--- src/rtl/rob_nway_ptr_if.sv ---
// Dispatch, completion and retire bundle for the N-way reorder buffer.
// Exception signals exist only when ROB_EXCEPTION_EN is defined.
interface rob_nway_ptr_if #(
    parameter int N_WAY = 2,
    parameter int N_ROB = 32,
    parameter int N_CDB = 2,
    parameter int TAG_W = 6
);
    localparam int PW = $clog2(N_ROB) + 1;
    localparam int CW = $clog2(N_WAY) + 1;

    logic [N_WAY-1:0]       dis_valid;
    logic [N_WAY*TAG_W-1:0] dis_tag;
    logic [N_WAY*TAG_W-1:0] dis_told;
    logic [N_WAY-1:0]       dis_branch;
    logic [N_WAY-1:0]       dis_accept;
    logic [CW-1:0]          dis_free_cnt;
    logic [N_CDB-1:0]       cdb_valid;
    logic [N_CDB*TAG_W-1:0] cdb_tag;
    logic [N_CDB-1:0]       cdb_mispred;
    logic [N_WAY-1:0]       ret_valid;
    logic [N_WAY*TAG_W-1:0] ret_tag;
    logic [N_WAY*TAG_W-1:0] ret_told;
    logic                   squash;
    logic [N_ROB-1:0]       squash_vec;
    logic [N_ROB*TAG_W-1:0] squash_tags;
    logic [PW-1:0]          occupancy;
`ifdef ROB_EXCEPTION_EN
    logic [N_CDB-1:0]       cdb_exc;
    logic                   exc_valid;
    logic [TAG_W-1:0]       exc_told;
`endif

    modport master (
`ifdef ROB_EXCEPTION_EN
        output cdb_exc,
        input  exc_valid, exc_told,
`endif
        output dis_valid, dis_tag, dis_told, dis_branch,
        output cdb_valid, cdb_tag, cdb_mispred,
        input  dis_accept, dis_free_cnt, ret_valid, ret_tag, ret_told,
        input  squash, squash_vec, squash_tags, occupancy
    );

    modport slave (
`ifdef ROB_EXCEPTION_EN
        input  cdb_exc,
        output exc_valid, exc_told,
`endif
        input  dis_valid, dis_tag, dis_told, dis_branch,
        input  cdb_valid, cdb_tag, cdb_mispred,
        output dis_accept, dis_free_cnt, ret_valid, ret_tag, ret_told,
        output squash, squash_vec, squash_tags, occupancy
    );
endinterface

--- src/rtl/rob_nway_ptr.sv ---
// Circular pointer-based reorder buffer: N-way dispatch/retire, CDB completion by tag,
// squash on retiring mispredicted branch. ROB_EXCEPTION_EN adds precise exception flush.
module rob_nway_ptr #(
    parameter int N_WAY = 2,
    parameter int N_ROB = 32,
    parameter int N_CDB = 2,
    parameter int TAG_W = 6
) (
    input logic           clock,
    input logic           reset,
    rob_nway_ptr_if.slave rob
);
    localparam int IW = $clog2(N_ROB);
    localparam int PW = IW + 1;
    localparam int CW = $clog2(N_WAY) + 1;

    logic [PW-1:0]    head, tail, occ, free_cnt;
    logic [N_ROB-1:0] e_valid, e_branch, e_complete, e_mispred;
    logic [TAG_W-1:0] e_tag  [N_ROB];
    logic [TAG_W-1:0] e_told [N_ROB];
`ifdef ROB_EXCEPTION_EN
    logic [N_ROB-1:0] e_exc;
`endif

    logic [IW-1:0] ret_idx  [N_WAY];
    logic [IW-1:0] dis_slot [N_WAY];
    logic [PW-1:0] n_ret, n_acc, kill_next;
    logic          kill, kill_self;
    logic [IW-1:0] kill_off;

    assign occ              = tail - head;
    assign free_cnt         = PW'(N_ROB) - occ;
    assign rob.occupancy    = occ;
    assign rob.dis_free_cnt = (free_cnt >= PW'(N_WAY)) ? CW'(N_WAY) : CW'(free_cnt);
    assign rob.squash       = kill;

    // In-order retire scan; a mispredicted branch (or excepting entry) ends the scan and kills.
    always_comb begin
        logic stop;
        stop          = 1'b0;
        n_ret         = '0;
        kill          = 1'b0;
        kill_self     = 1'b0;
        kill_off      = '0;
        rob.ret_valid = '0;
        rob.ret_tag   = '0;
        rob.ret_told  = '0;
`ifdef ROB_EXCEPTION_EN
        rob.exc_valid = 1'b0;
        rob.exc_told  = '0;
`endif
        for (int i = 0; i < N_WAY; i++) begin
            ret_idx[i] = head[IW-1:0] + IW'(i);
            if (!stop) begin
                if (!e_valid[ret_idx[i]] || !e_complete[ret_idx[i]]) begin
                    stop = 1'b1;
                end
`ifdef ROB_EXCEPTION_EN
                else if (e_exc[ret_idx[i]]) begin
                    stop          = 1'b1;
                    kill          = 1'b1;
                    kill_self     = 1'b1;
                    kill_off      = IW'(i);
                    rob.exc_valid = 1'b1;
                    rob.exc_told  = e_told[ret_idx[i]];
                end
`endif
                else begin
                    rob.ret_valid[i]               = 1'b1;
                    rob.ret_tag[i*TAG_W +: TAG_W]  = e_tag[ret_idx[i]];
                    rob.ret_told[i*TAG_W +: TAG_W] = e_told[ret_idx[i]];
                    n_ret                          = n_ret + PW'(1);
                    if (e_branch[ret_idx[i]] && e_mispred[ret_idx[i]]) begin
                        stop     = 1'b1;
                        kill     = 1'b1;
                        kill_off = IW'(i);
                    end
                end
            end
        end
        kill_next = head + PW'(kill_off) + (kill_self ? PW'(0) : PW'(1));
    end

    always_comb begin
        logic [IW-1:0] off;
        off             = '0;
        rob.squash_vec  = '0;
        rob.squash_tags = '0;
        for (int e = 0; e < N_ROB; e++) begin
            off = IW'(e) - head[IW-1:0];
            if (kill && e_valid[e] && (off > kill_off || (kill_self && off == kill_off))) begin
                rob.squash_vec[e]                  = 1'b1;
                rob.squash_tags[e*TAG_W +: TAG_W]  = e_tag[e];
            end
        end
    end

    // Accepted lanes pack into consecutive tail slots; slots freed this cycle are not reused.
    always_comb begin
        logic [PW-1:0] below;
        below          = '0;
        n_acc          = '0;
        rob.dis_accept = '0;
        for (int k = 0; k < N_WAY; k++) begin
            dis_slot[k] = tail[IW-1:0] + below[IW-1:0];
            if (rob.dis_valid[k]) begin
                if (!kill && free_cnt > below) begin
                    rob.dis_accept[k] = 1'b1;
                    n_acc             = n_acc + PW'(1);
                end
                below = below + PW'(1);
            end
        end
    end

    always_ff @(posedge clock) begin
        if (!reset) begin
            head       <= '0;
            tail       <= '0;
            e_valid    <= '0;
            e_complete <= '0;
            e_mispred  <= '0;
`ifdef ROB_EXCEPTION_EN
            e_exc      <= '0;
`endif
        end else if (kill) begin
            head       <= kill_next;
            tail       <= kill_next;
            e_valid    <= '0;
            e_complete <= '0;
            e_mispred  <= '0;
`ifdef ROB_EXCEPTION_EN
            e_exc      <= '0;
`endif
        end else begin
            head <= head + n_ret;
            tail <= tail + n_acc;
            for (int e = 0; e < N_ROB; e++) begin
                for (int c = 0; c < N_CDB; c++) begin
                    if (e_valid[e] && rob.cdb_valid[c] && rob.cdb_tag[c*TAG_W +: TAG_W] != '0 &&
                        rob.cdb_tag[c*TAG_W +: TAG_W] == e_tag[e]) begin
                        e_complete[e] <= 1'b1;
                        if (e_branch[e] && rob.cdb_mispred[c]) e_mispred[e] <= 1'b1;
`ifdef ROB_EXCEPTION_EN
                        if (rob.cdb_exc[c]) e_exc[e] <= 1'b1;
`endif
                    end
                end
            end
            for (int i = 0; i < N_WAY; i++) begin
                if (rob.ret_valid[i]) e_valid[ret_idx[i]] <= 1'b0;
            end
            for (int k = 0; k < N_WAY; k++) begin
                if (rob.dis_accept[k]) begin
                    e_valid[dis_slot[k]]    <= 1'b1;
                    e_complete[dis_slot[k]] <= 1'b0;
                    e_mispred[dis_slot[k]]  <= 1'b0;
                    e_branch[dis_slot[k]]   <= rob.dis_branch[k];
                    e_tag[dis_slot[k]]      <= rob.dis_tag[k*TAG_W +: TAG_W];
                    e_told[dis_slot[k]]     <= rob.dis_told[k*TAG_W +: TAG_W];
`ifdef ROB_EXCEPTION_EN
                    e_exc[dis_slot[k]]      <= 1'b0;
`endif
                end
            end
        end
    end
endmodule

--- src/flat_wrapper.sv ---
// flat-port wrapper written by rule: the top's interface ports become plain ports
module rob_nway_ptr_flat 
#(
    parameter int N_WAY = 2,
    parameter int N_ROB = 32,
    parameter int N_CDB = 2,
    parameter int TAG_W = 6
)
  (clock, reset, rob_dis_valid, rob_dis_tag, rob_dis_told, rob_dis_branch, rob_cdb_valid, rob_cdb_tag, rob_cdb_mispred, rob_dis_accept, rob_dis_free_cnt, rob_ret_valid, rob_ret_tag, rob_ret_told, rob_squash, rob_squash_vec, rob_squash_tags, rob_occupancy);
  rob_nway_ptr_if #(.N_WAY(N_WAY), .N_ROB(N_ROB), .N_CDB(N_CDB), .TAG_W(TAG_W)) rob_i ();
  input logic clock;
  input logic reset;
  input wire logic [$bits(rob_i.dis_valid)-1:0] rob_dis_valid;
  input wire logic [$bits(rob_i.dis_tag)-1:0] rob_dis_tag;
  input wire logic [$bits(rob_i.dis_told)-1:0] rob_dis_told;
  input wire logic [$bits(rob_i.dis_branch)-1:0] rob_dis_branch;
  input wire logic [$bits(rob_i.cdb_valid)-1:0] rob_cdb_valid;
  input wire logic [$bits(rob_i.cdb_tag)-1:0] rob_cdb_tag;
  input wire logic [$bits(rob_i.cdb_mispred)-1:0] rob_cdb_mispred;
  output wire logic [$bits(rob_i.dis_accept)-1:0] rob_dis_accept;
  output wire logic [$bits(rob_i.dis_free_cnt)-1:0] rob_dis_free_cnt;
  output wire logic [$bits(rob_i.ret_valid)-1:0] rob_ret_valid;
  output wire logic [$bits(rob_i.ret_tag)-1:0] rob_ret_tag;
  output wire logic [$bits(rob_i.ret_told)-1:0] rob_ret_told;
  output wire logic [$bits(rob_i.squash)-1:0] rob_squash;
  output wire logic [$bits(rob_i.squash_vec)-1:0] rob_squash_vec;
  output wire logic [$bits(rob_i.squash_tags)-1:0] rob_squash_tags;
  output wire logic [$bits(rob_i.occupancy)-1:0] rob_occupancy;
  assign rob_i.dis_valid = rob_dis_valid;
  assign rob_i.dis_tag = rob_dis_tag;
  assign rob_i.dis_told = rob_dis_told;
  assign rob_i.dis_branch = rob_dis_branch;
  assign rob_i.cdb_valid = rob_cdb_valid;
  assign rob_i.cdb_tag = rob_cdb_tag;
  assign rob_i.cdb_mispred = rob_cdb_mispred;
  assign rob_dis_accept = rob_i.dis_accept;
  assign rob_dis_free_cnt = rob_i.dis_free_cnt;
  assign rob_ret_valid = rob_i.ret_valid;
  assign rob_ret_tag = rob_i.ret_tag;
  assign rob_ret_told = rob_i.ret_told;
  assign rob_squash = rob_i.squash;
  assign rob_squash_vec = rob_i.squash_vec;
  assign rob_squash_tags = rob_i.squash_tags;
  assign rob_occupancy = rob_i.occupancy;
  rob_nway_ptr #(.N_WAY(N_WAY), .N_ROB(N_ROB), .N_CDB(N_CDB), .TAG_W(TAG_W)) u_core (.clock(clock), .reset(reset), .rob(rob_i));
endmodule
--- config.mk ---
export PLATFORM = sky130hd
export DESIGN_NAME = rob_nway_ptr_flat
export DESIGN_NICKNAME = d
export VERILOG_FILES = /design/src/rtl/rob_nway_ptr_if.sv /design/src/rtl/rob_nway_ptr.sv /design/src/flat_wrapper.sv
export SDC_FILE = /design/constraint.sdc
export NUM_CORES = 2
export LEC_CHECK = 0
export ABC_CLOCK_PERIOD_IN_PS = 12400
export CAP_MARGIN = 10
export CELL_PAD_IN_SITES_DETAIL_PLACEMENT = 0
export CELL_PAD_IN_SITES_GLOBAL_PLACEMENT = 1
export CORE_ASPECT_RATIO = 0.8
export CORE_MARGIN = 1
export CORE_UTILIZATION = 40
export CTS_BUF_LIST = sky130_fd_sc_hd__clkbuf_2 sky130_fd_sc_hd__clkbuf_4 sky130_fd_sc_hd__clkbuf_8
export DETAILED_ROUTE_END_ITERATION = 6
export GPL_TIMING_DRIVEN = 0
export PLACE_DENSITY_LB_ADDON = 0.1
export SETUP_SLACK_MARGIN = 0.1
export SLEW_MARGIN = 15
export SYNTH_ARGS = -nofsm -noshare
export SYNTH_HDL_FRONTEND = slang
export SYNTH_SLANG_ARGS = --single-unit
export TNS_END_PERCENT = 50
--- constraint.sdc ---
create_clock -name clock -period 12.4 [get_ports clock]
set_input_delay 1.86 -clock clock [delete_from_list [all_inputs] [get_ports clock]]
set_output_delay 1.86 -clock clock [all_outputs]
set_load 0.05 [all_outputs]
=== After elaboration in Yosys (flattened, before gate mapping) ===
Memory sizes are Yosys's and may differ from the RTL's. A register that Yosys moved wholly into a read port is not among the register bits.
Index checks and enable logic that the tools add are counted.

* Register bits: 140
* RAM bits: 384
* Input port bits: 46
* Output and inout bits: 261
* Logic and storage cells: 985
* Memories: 2

* Add/subtract/negate cells: 42
* $lt $le $gt $ge: 43
* Equality and inequality tests: 64
* Muxes and demuxes: 475
* Bitwise logic cells: 14
* Reduce and logical (&&, ||, !) cells: 339

{| class="wikitable"
|+ Memories
! name !! words !! width !! rd ports !! clocked after Yosys merged registers in !! write ports !! line !! text
|-
| u_core.e_tag || 32 || 6 || 34 || 1 || 2 || rob_nway_ptr.sv:19 || <nowiki>logic [TAG_W-1:0] e_tag [N_ROB];</nowiki>
|-
| u_core.e_told || 32 || 6 || 2 || 1 || 2 || rob_nway_ptr.sv:20 || <nowiki>logic [TAG_W-1:0] e_told [N_ROB];</nowiki>
|}

{| class="wikitable"
|+ Operators by type and width
! cell !! count
|-
| $mux W32 || 22
|-
| $mux W1 || 391
|-
| $eq A6 B6 Y1 || 64
|-
| $logic_and A1 B1 Y1 || 328
|-
| $mux W6 || 45
|-
| $and A32 B32 Y32 || 6
|-
| $not A32 Y32 || 4
|-
| $gt A5 B5 Y1 || 23
|-
| $sub A5 B5 Y5 const A || 16
|-
| $bwmux W32 || 2
|-
| $or A32 B32 Y32 || 2
|-
| $gt A5 B1 Y1 || 9
|-
| $bmux W1 S5 || 8
|-
| $sub A4 B5 Y5 const A || 8
|-
| $lt A5 B6 Y1 const B || 4
|-
| $demux W1 S5 || 4
|-
| $ge A5 B1 Y1 const B || 4
|-
| $sub A3 B5 Y5 const A || 4
|-
| $add A6 B1 Y6 const B || 2
|-
| $add A6 B6 Y6 || 2
|-
| $reduce_bool A6 Y1 || 2
|-
| $mux W5 || 2
|-
| $sub A1 B5 Y5 const A || 2
|-
| $sub A2 B5 Y5 const A || 2
|-
| other kinds (15) || 21
|}

=== Depth between registers and ports, before layout ===
* Word-level depth: 20
* Depth in mapped cells: 30
* Depth with buffers taken out: 21

=== Worst setup path after synthesis ===
No wires, ideal clock.

* Path type: register to output
* Start: register u_core.head[1]
* End: output port rob_squash_tags[12]
* Arrival: 6009 ps
* Data required time: 10540 ps
* Setup slack: 4531 ps
* Cell stages (with the launch flop): 23
* Path buffers: 5
* Path through: dfxtp_1 buf_1 clkbuf_1 inv_1 ha_1 buf_4 buf_4 mux4_2 mux4_2 mux2_2 and2_1 clkbuf_1 nand2_1 inv_1 and3_1 ha_1 nor2b_1 nand2b_1 or2_2 nor2_1 a211o_1 inv_1 and2_1

* Cells in the longest elaborated chain, start to end: 11
* Elaborated cells between the ends (all ways): 39
* Classes of those cells: add/sub: 2; order compare: 1; mux: 26; reduce/logical: 10

{| class="wikitable"
|+ RTL lines
! item !! line !! text
|-
| start, declared || rob_nway_ptr.sv:17 || <nowiki>logic [PW-1:0] head, tail, occ, free_cnt;</nowiki>
|-
| start signal, assigned || rob_nway_ptr.sv:127 || <nowiki>head <= kill_next;</nowiki>
|-
| start signal, assigned || rob_nway_ptr.sv:136 || <nowiki>head <= head + n_ret;</nowiki>
|-
| parallel branches: the longest is 9 deep, another holds $add A5 B1 Y5 || - ||
|-
| $logic_and A1 B1 Y1 (*) || rob_nway_ptr.sv:91 || <nowiki>if (kill && e_valid[e] && (off > kill_off || (kill_self && off == kill_off))) begin</nowiki>
|-
| $mux W6 (*) || rob_nway_ptr.sv:91 ||
|-
| end, declared || flat_wrapper.sv:27 || <nowiki>output wire logic [$bits(rob_i.squash_tags)-1:0] rob_squash_tags;</nowiki>
|}

Mark *: on every way between the ends. The select of a mux whose other input is x is not followed.

=== Final worst setup path ===
* Start: register u_core.head[1]
* End: output port rob_squash_tags[110]

* Cells in the longest elaborated chain, start to end: 11
* Elaborated cells between the ends (all ways): 39
* Classes of those cells: add/sub: 2; order compare: 1; mux: 26; reduce/logical: 10

{| class="wikitable"
|+ RTL lines
! item !! line
|-
| parallel branches: the longest is 9 deep, another holds $add A5 B1 Y5 || -
|-
| $logic_and A1 B1 Y1 (*) || rob_nway_ptr.sv:91
|-
| $mux W6 (*) || rob_nway_ptr.sv:91
|}

Marks and branches as above.

==> metrics.txt <==
status=finished, final reports clean; synthesized area per cell=11.5 um2; Synth Instances=3427; Post-synth EDFFs=roughly 420; total gr overflow=0; layout cells sized above 1=26.1%; flops & latches, synth=524; initial antenna violation count=22; worst hold slack=around 0.52 ns; HPWL Detailed=approximately 180000 um; syn_nets=between 3000 and 4000; Max VDD drop=74.8 uV; CTS Root Buffer Type=clkbuf_8; Rel. slew slack=4.37%; Worst-path clk slew=around 0.06 ns; DRT iter0 DRCs=approximately 7000; final instance area=~0.046 mm2; worst-path fanout max=19; Ys Warns=0; RSZ-0062 raised after global routing=no; Die Height=282 um; Layout Skew=approximately 0.032 ns; number of buffers created by CTS=94; Routed WL per cell=around 43 um; MaxCap Viol Count=0; required time at the worst-slack endpoint=between 10 and 15 ns; area delta synth->final=16.6%; Total Routing Usage GR=about 44%; H-Tree Depth=3; Port Buffers=between 200 and 300; most common cell after layout, fill and taps aside=edfxtp_1; die area=0.0995 mm2; Leak Pwr=between 10 and 15 nW; arrival time at the worst endpoint=about 10 ns; hold_buf cts=0; I/O pin cnt=about 300; total wire length=between 200000 and 250000 um; Final GP Congestion=between 1 and 1.5; Min-Delay Path Class=reg -> reg; Initial Utilization=approximately two fifths; asr flop ratio synth=0%; DR DRC count=0; startpoint types=register; commonest non-fill, non-tap cells in the layout=edfxtp_1, xnor2_1, mux2_2; DIE WIDTH=352 um; placed cell area=around 0.044 mm2; synthesized area=roughly 0.039 mm2; FMAX=~83 MHz; vias in the first global route=32600; sequential cell area fraction in the yosys report=37.3%; Core ar.=0.0971 mm2; total power per unit cell area=101 mW/mm2; crit path time final=12.00 ns; max-slew violations=0; Synth cell types=between 70 and 80; critical path endpoint category=output pin; Vias per Instance=6.96; pin count of the biggest net entering global routing=42; CTS tree=yes; CTS Buffer Depth=3; routed vias=between 30000 and 40000; clk sinks=524; clock latency on the worst-skew pair=0.78 ns; Final nets=approximately 4000; final setup fails=0; predominant post-synthesis flop cell=edfxtp_1; Hold Violations, Final=0; Slew @ Worst Pin=approximately 1.4 ns; WS Path Type=reg -> out; FP Rows=between 100 and 150; post-route ant nets=0; TritonRoute pass-1 iters=7; global-route wire length before repair=298000 um; Final Cycle Share=between 90% and 100%
## metal layers
layer | track usage (%) | vias up | wire length [um]
li1 | - | 13800 | -
met1 | 64.0 | 18500 | 94200
met2 | 54.1 | 3505 | 80300
met3 | 24.4 | 396 | 42100
met4 | 15.1 | 14 | 8730
met5 | 1.43 | - | 267
## area by class of cell
| class | instances | area (um2) |
|---|---|---|
| antenna | 10 | 25.0 |
| inverter | 59 | 221 |
| clock inverter | 40 | 259 |
| clock buffer | 132 | 1620 |
| tap | 1300 | 1630 |
| multi-input combinational | 2524 | 22900 |
| fill | 9090 | 51300 |
| sequential | 524 | 14700 |
| timing repair buffer | 295 | 2950 |
| buffer | 319 | 1540 |
## logic make-up (layout without fill, tap and decap cells)
group | Yosys count | in the layout | synth area share [%]
multiplexers | 650 | 650 | 25.9
AND/OR/NAND/NOR | 956 | 956 | 13.2
buffers and inverters | 379 | 845 | 4.40
XOR/XNOR | 423 | 423 | 9.43
AO/OA/AOI/OAI | 442 | 442 | 8.06
adder cells (fa/ha/maj) | 53 | 53 | 1.74
other | 0 | 10 | 0
flip-flops | 524 | 524 | 37.3
## metrics by stage
step / std cells / TNS (ns) / utilization, % / setup slack, ns / power [mW]
finish: 5203 / 0 / 47.2 / 0.404 / 4.65
global placement: 5021 / -0.369 / 45.2 / -0.0712 / 2.87
floorplan: 3427 / 0 / - / 4.53 / 2.52
detailed placement: 5022 / 0 / 45.2 / 0.702 / 2.87
global route: 5194 / 0 / 47.2 / 0.394 / 4.71
CTS: 5193 / 0 / 47.2 / 0.795 / 4.57
## synthesized netlist by cell type (32+ instances only)
| master | number | area, um2 |
|---|---|---|
| mux2_2 | 390 | 4390 |
| ha_1 | 50 | 626 |
| nand2_1 | 162 | 608 |
| and2_1 | 232 | 1450 |
| buf_2 | 55 | 275 |
| o22ai_1 | 73 | 457 |
| nand4_1 | 66 | 413 |
| buf_1 | 48 | 180 |
| clkbuf_1 | 167 | 627 |
| a21oi_1 | 79 | 395 |
| nor3_1 | 196 | 981 |
| o21a_1 | 33 | 248 |
| edfxtp_1 | 416 | 12500 |
| o221a_2 | 34 | 383 |
| nand3_1 | 127 | 636 |
| a22o_1 | 32 | 280 |
| inv_1 | 58 | 218 |
| buf_4 | 37 | 278 |
| xnor2_1 | 414 | 3630 |
| dfxtp_1 | 108 | 2160 |
| nor2_1 | 62 | 233 |
| mux4_2 | 253 | 5700 |
| o21ai_0 | 64 | 320 |
## report_power, final
part | switching [mW] | internal, mW
logic | 0.576 | 0.284
clock network | 0.879 | 0.874
registers | 0.0818 | 1.95
total | 1.54 | 3.11
## final timing paths
path | startpoint | endpoint | slack (ns) | depth (start not counted)
worst min-delay path | u_core.head[5] | u_core.head[5] | 0.52 | 2
worst max register to register | u_core.head[1] | u_core.tail[4] | 3.93 | 28
worst min register to register | u_core.head[5] | u_core.head[5] | 0.52 | 2
worst max-delay path | u_core.head[1] | rob_squash_tags[110] | 0.40 | 22
## worst max-delay path: stages, from the launching register on
cell	delay, ns
dfxtp_1	0.76
buf_2	0.86
inv_1	0.60
ha_1	0.47
buf_4	0.18
buf_4	0.30
buf_2	0.57
mux4_2	0.58
a221oi_1	0.39
o211ai_1	0.17
and2_1	0.19
clkbuf_1	0.16
nand2_1	0.35
inv_1	0.18
nand3_1	0.30
ha_1	0.32
nor2b_1	0.20
nand2b_1	0.40
or2_2	0.46
o311ai_0	0.63
inv_1	0.32
and2_1	0.25
clkdlybuf4s50_1	0.70
## timing repair
item	in CTS	in global routing
gates resized for setup	0	0
buffers inserted	0	0
setup endpoints to repair	14	0
## registers in the layout, summed over array words and instances, names as in the netlist
name,cells
u_core.e_valid,32
u_core.e_mispred,32
u_core.e_branch,32
u_core.head,6
u_core.e_tag,192
u_core.e_complete,32
u_core.e_told,192
u_core.tail,6
No activity file was read; power rests on OpenSTA's default activity.
==> RTL edit, RTL diff (config.mk and constraints unchanged) <==
`N_CDB` is set to 2 in 3 places; all go to 4.
--- a/src/rtl/rob_nway_ptr_if.sv
+++ b/src/rtl/rob_nway_ptr_if.sv
@@ -3,7 +3,7 @@
 interface rob_nway_ptr_if #(
     parameter int N_WAY = 2,
     parameter int N_ROB = 32,
-    parameter int N_CDB = 2,
+    parameter int N_CDB = 4,
     parameter int TAG_W = 6
 );
     localparam int PW = $clog2(N_ROB) + 1;
--- a/src/rtl/rob_nway_ptr.sv
+++ b/src/rtl/rob_nway_ptr.sv
@@ -3,7 +3,7 @@
 module rob_nway_ptr #(
     parameter int N_WAY = 2,
     parameter int N_ROB = 32,
-    parameter int N_CDB = 2,
+    parameter int N_CDB = 4,
     parameter int TAG_W = 6
 ) (
     input logic           clock,
--- a/src/flat_wrapper.sv
+++ b/src/flat_wrapper.sv
@@ -3,7 +3,7 @@
 #(
     parameter int N_WAY = 2,
     parameter int N_ROB = 32,
-    parameter int N_CDB = 2,
+    parameter int N_CDB = 4,
     parameter int TAG_W = 6
 )
   (clock, reset, rob_dis_valid, rob_dis_tag, rob_dis_told, rob_dis_branch, rob_cdb_valid, rob_cdb_tag, rob_cdb_mispred, rob_dis_accept, rob_dis_free_cnt, rob_ret_valid, rob_ret_tag, rob_ret_told, rob_squash, rob_squash_vec, rob_squash_tags, rob_occupancy);
Ports: changed (resized rob_cdb_mispred, rob_cdb_tag and rob_cdb_valid); port bits go from 307 to 323. No check against the original RTL was run, so the function may have changed too.
==> RTL edit against the unedited design <==
The run now ends with setup timing left. Die area rose by 14%. Worst setup slack got worse by 0.42 ns. Design area is 14% higher. Routed wire length rose by 26%. Clock skew is 0.010 ns higher. Synthesized area is 14% higher. Sequential cell count unchanged. Total power increased by 4.5%. Critical path depth is the same. Synthesized cell count grew 26%. Critical endpoint is now rob_squash_tags[113]. Largest cell class unchanged.
==> RTL edit: results (changes against the unedited design) <==
* Final clock skew at 0.04269 ns (was 0.03225 ns)
* Layout clock area frac at 3.644% (was 4.106%)
* Met1 WL at 113300 um (was 94190 um)
* Pleak at 16.04 nW (was 14.34 nW)
* Non-filler cells, final at 6314 (was 5203)
* Violated checks: setup timing
* Metal2 WL at 100200 um (was 80330 um)
* Hold Crit Start: u_core.e_complete[9]$_SDFF_PN0_ (was u_core.head[5]$_SDFF_PN0_)
* TNS Setup at -0.01484 ns (was 0 ns)
* Met1 Use GR at 66.81% (was 63.99%)
* Sw frac at 34.41% (was 33.07%)
* Final setup margin at -0.01484 ns (was 0.4037 ns)
* Iteration-0 DRC count of the detailed router at 8198 (was 6825)
* Met3 Usage GRT at 30.06% (was 24.35%)
* Met2 usage at 58.57% (was 54.09%)
* Synth cell types at 72 (was 76)
* IO buf count at 296 (was 294)
* First-pass GRT wire length at 366200 um (was 297900 um)
* Hold path depth at 1 (was 2)
* Num CTS Buffers at 93 (was 94)
* Largest cells by area after synthesis: edfxtp_1 (28%), xnor2_1 (15%), mux4_2 (13%), mux2_2 (9.1%), dfxtp_1 (4.8%) (was edfxtp_1 (32%), mux4_2 (14%), mux2_2 (11%), xnor2_1 (9.2%), dfxtp_1 (5.5%))
* Fraction of area in multi-input gates at 53.59% (was 50.05%)
* DP HPWL at 219300 um (was 177300 um)
* Initial antenna violation count at 28 (was 22)
* Seq/total area at 28.11% (was 31.97%)
* Outcome: finished, violations left (was finished, final reports clean)
* Critical path's slowest cell: dfxtp_1 (was buf_2)
* Synth Instances at 4315 (was 3427)
* Number of clock buffers in the layout at 134 (was 132)
* Endpoints failing setup at 1 (was 0)
* Non-clock inverters at 38 (was 59)
* Sequential area share after synthesis at 32.67% (was 37.29%)
* Nets at 4844 (was 3916)
* Buffering overhead at 10.72% (was 9.787%)
* #MultiIn Comb at 3193 (was 2524)
* Worst-Margin Slew at 1.447 ns (was 1.434 ns)
* Antenna diode count at 12 (was 10)
* Placed inst area at 50120 sq um (was 43920 sq um)
* Synth top cells by count: xnor2_1 (787), edfxtp_1 (416), mux2_2 (363), clkbuf_1 (336), mux4_2 (255) (was edfxtp_1 (416), xnor2_1 (414), mux2_2 (390), mux4_2 (253), and2_1 (232))
* Clock latency on the worst-skew pair at 0.85 ns (was 0.78 ns)
* Fill cells at 10690 (was 9090)
* Reg2reg end: u_core.e_tag[26][1]$_DFFE_PP_ (was u_core.tail[4]$_SDFF_PN0_)
* Worst r2r path cells at 18 (was 28)
* Syn_nets at 4430 (was 3526)
* Final WL at 284600 um (was 225600 um)
* Pre-CTS setup slack at 1.332 ns (was 0.7024 ns)
* Overall global routing resource usage at 48.76% (was 44.40%)
* Buffers, non-clock at 879 (was 614)
* Number of global-route vias before repair at 38940 (was 32640)
* Hold WS at 0.4915 ns (was 0.5249 ns)
* Worst path max stage delay at 1.14 ns (was 0.86 ns)
## RTL edit: cell count changes after synthesis, moves of 30 or more
cell / unedited run / this run
a22oi_1: 1 / 62
nor4_1: 1 / 32
o22ai_1: 73 / 43
a22o_1: 32 / 2
nand2_1: 162 / 200
and3_1: 19 / 52
buf_1: 48 / 149
mux2_1: 1 / 66
o221ai_1: 0 / 31
xnor2_1: 414 / 787
nor2_1: 62 / 102
nand4_1: 66 / 136
clkbuf_1: 167 / 336
## RTL edit: power by group through the flow
stage | Sequential [mW] | Combinational (mW) | Clock (mW)
after floorplan | 2.01 | 0.590 | 0
after global placement | 2.04 | 0.982 | 0
after detailed placement | 2.04 | 0.998 | 0
after CTS | 2.00 | 1.00 | 1.75
after global routing | 2.01 | 1.08 | 1.81
final | 2.01 | 1.08 | 1.77
## RTL edit: cells by family after synthesis
kind of cell    Yosys count  synth area share, %
fa+ha+maj                53                1.529
simple gates           1212                14.52
flops                   524                32.67
compound gates          423                6.241
buf+inv                 598                5.384
xor+xnor                806                15.74
mux                     699                23.91
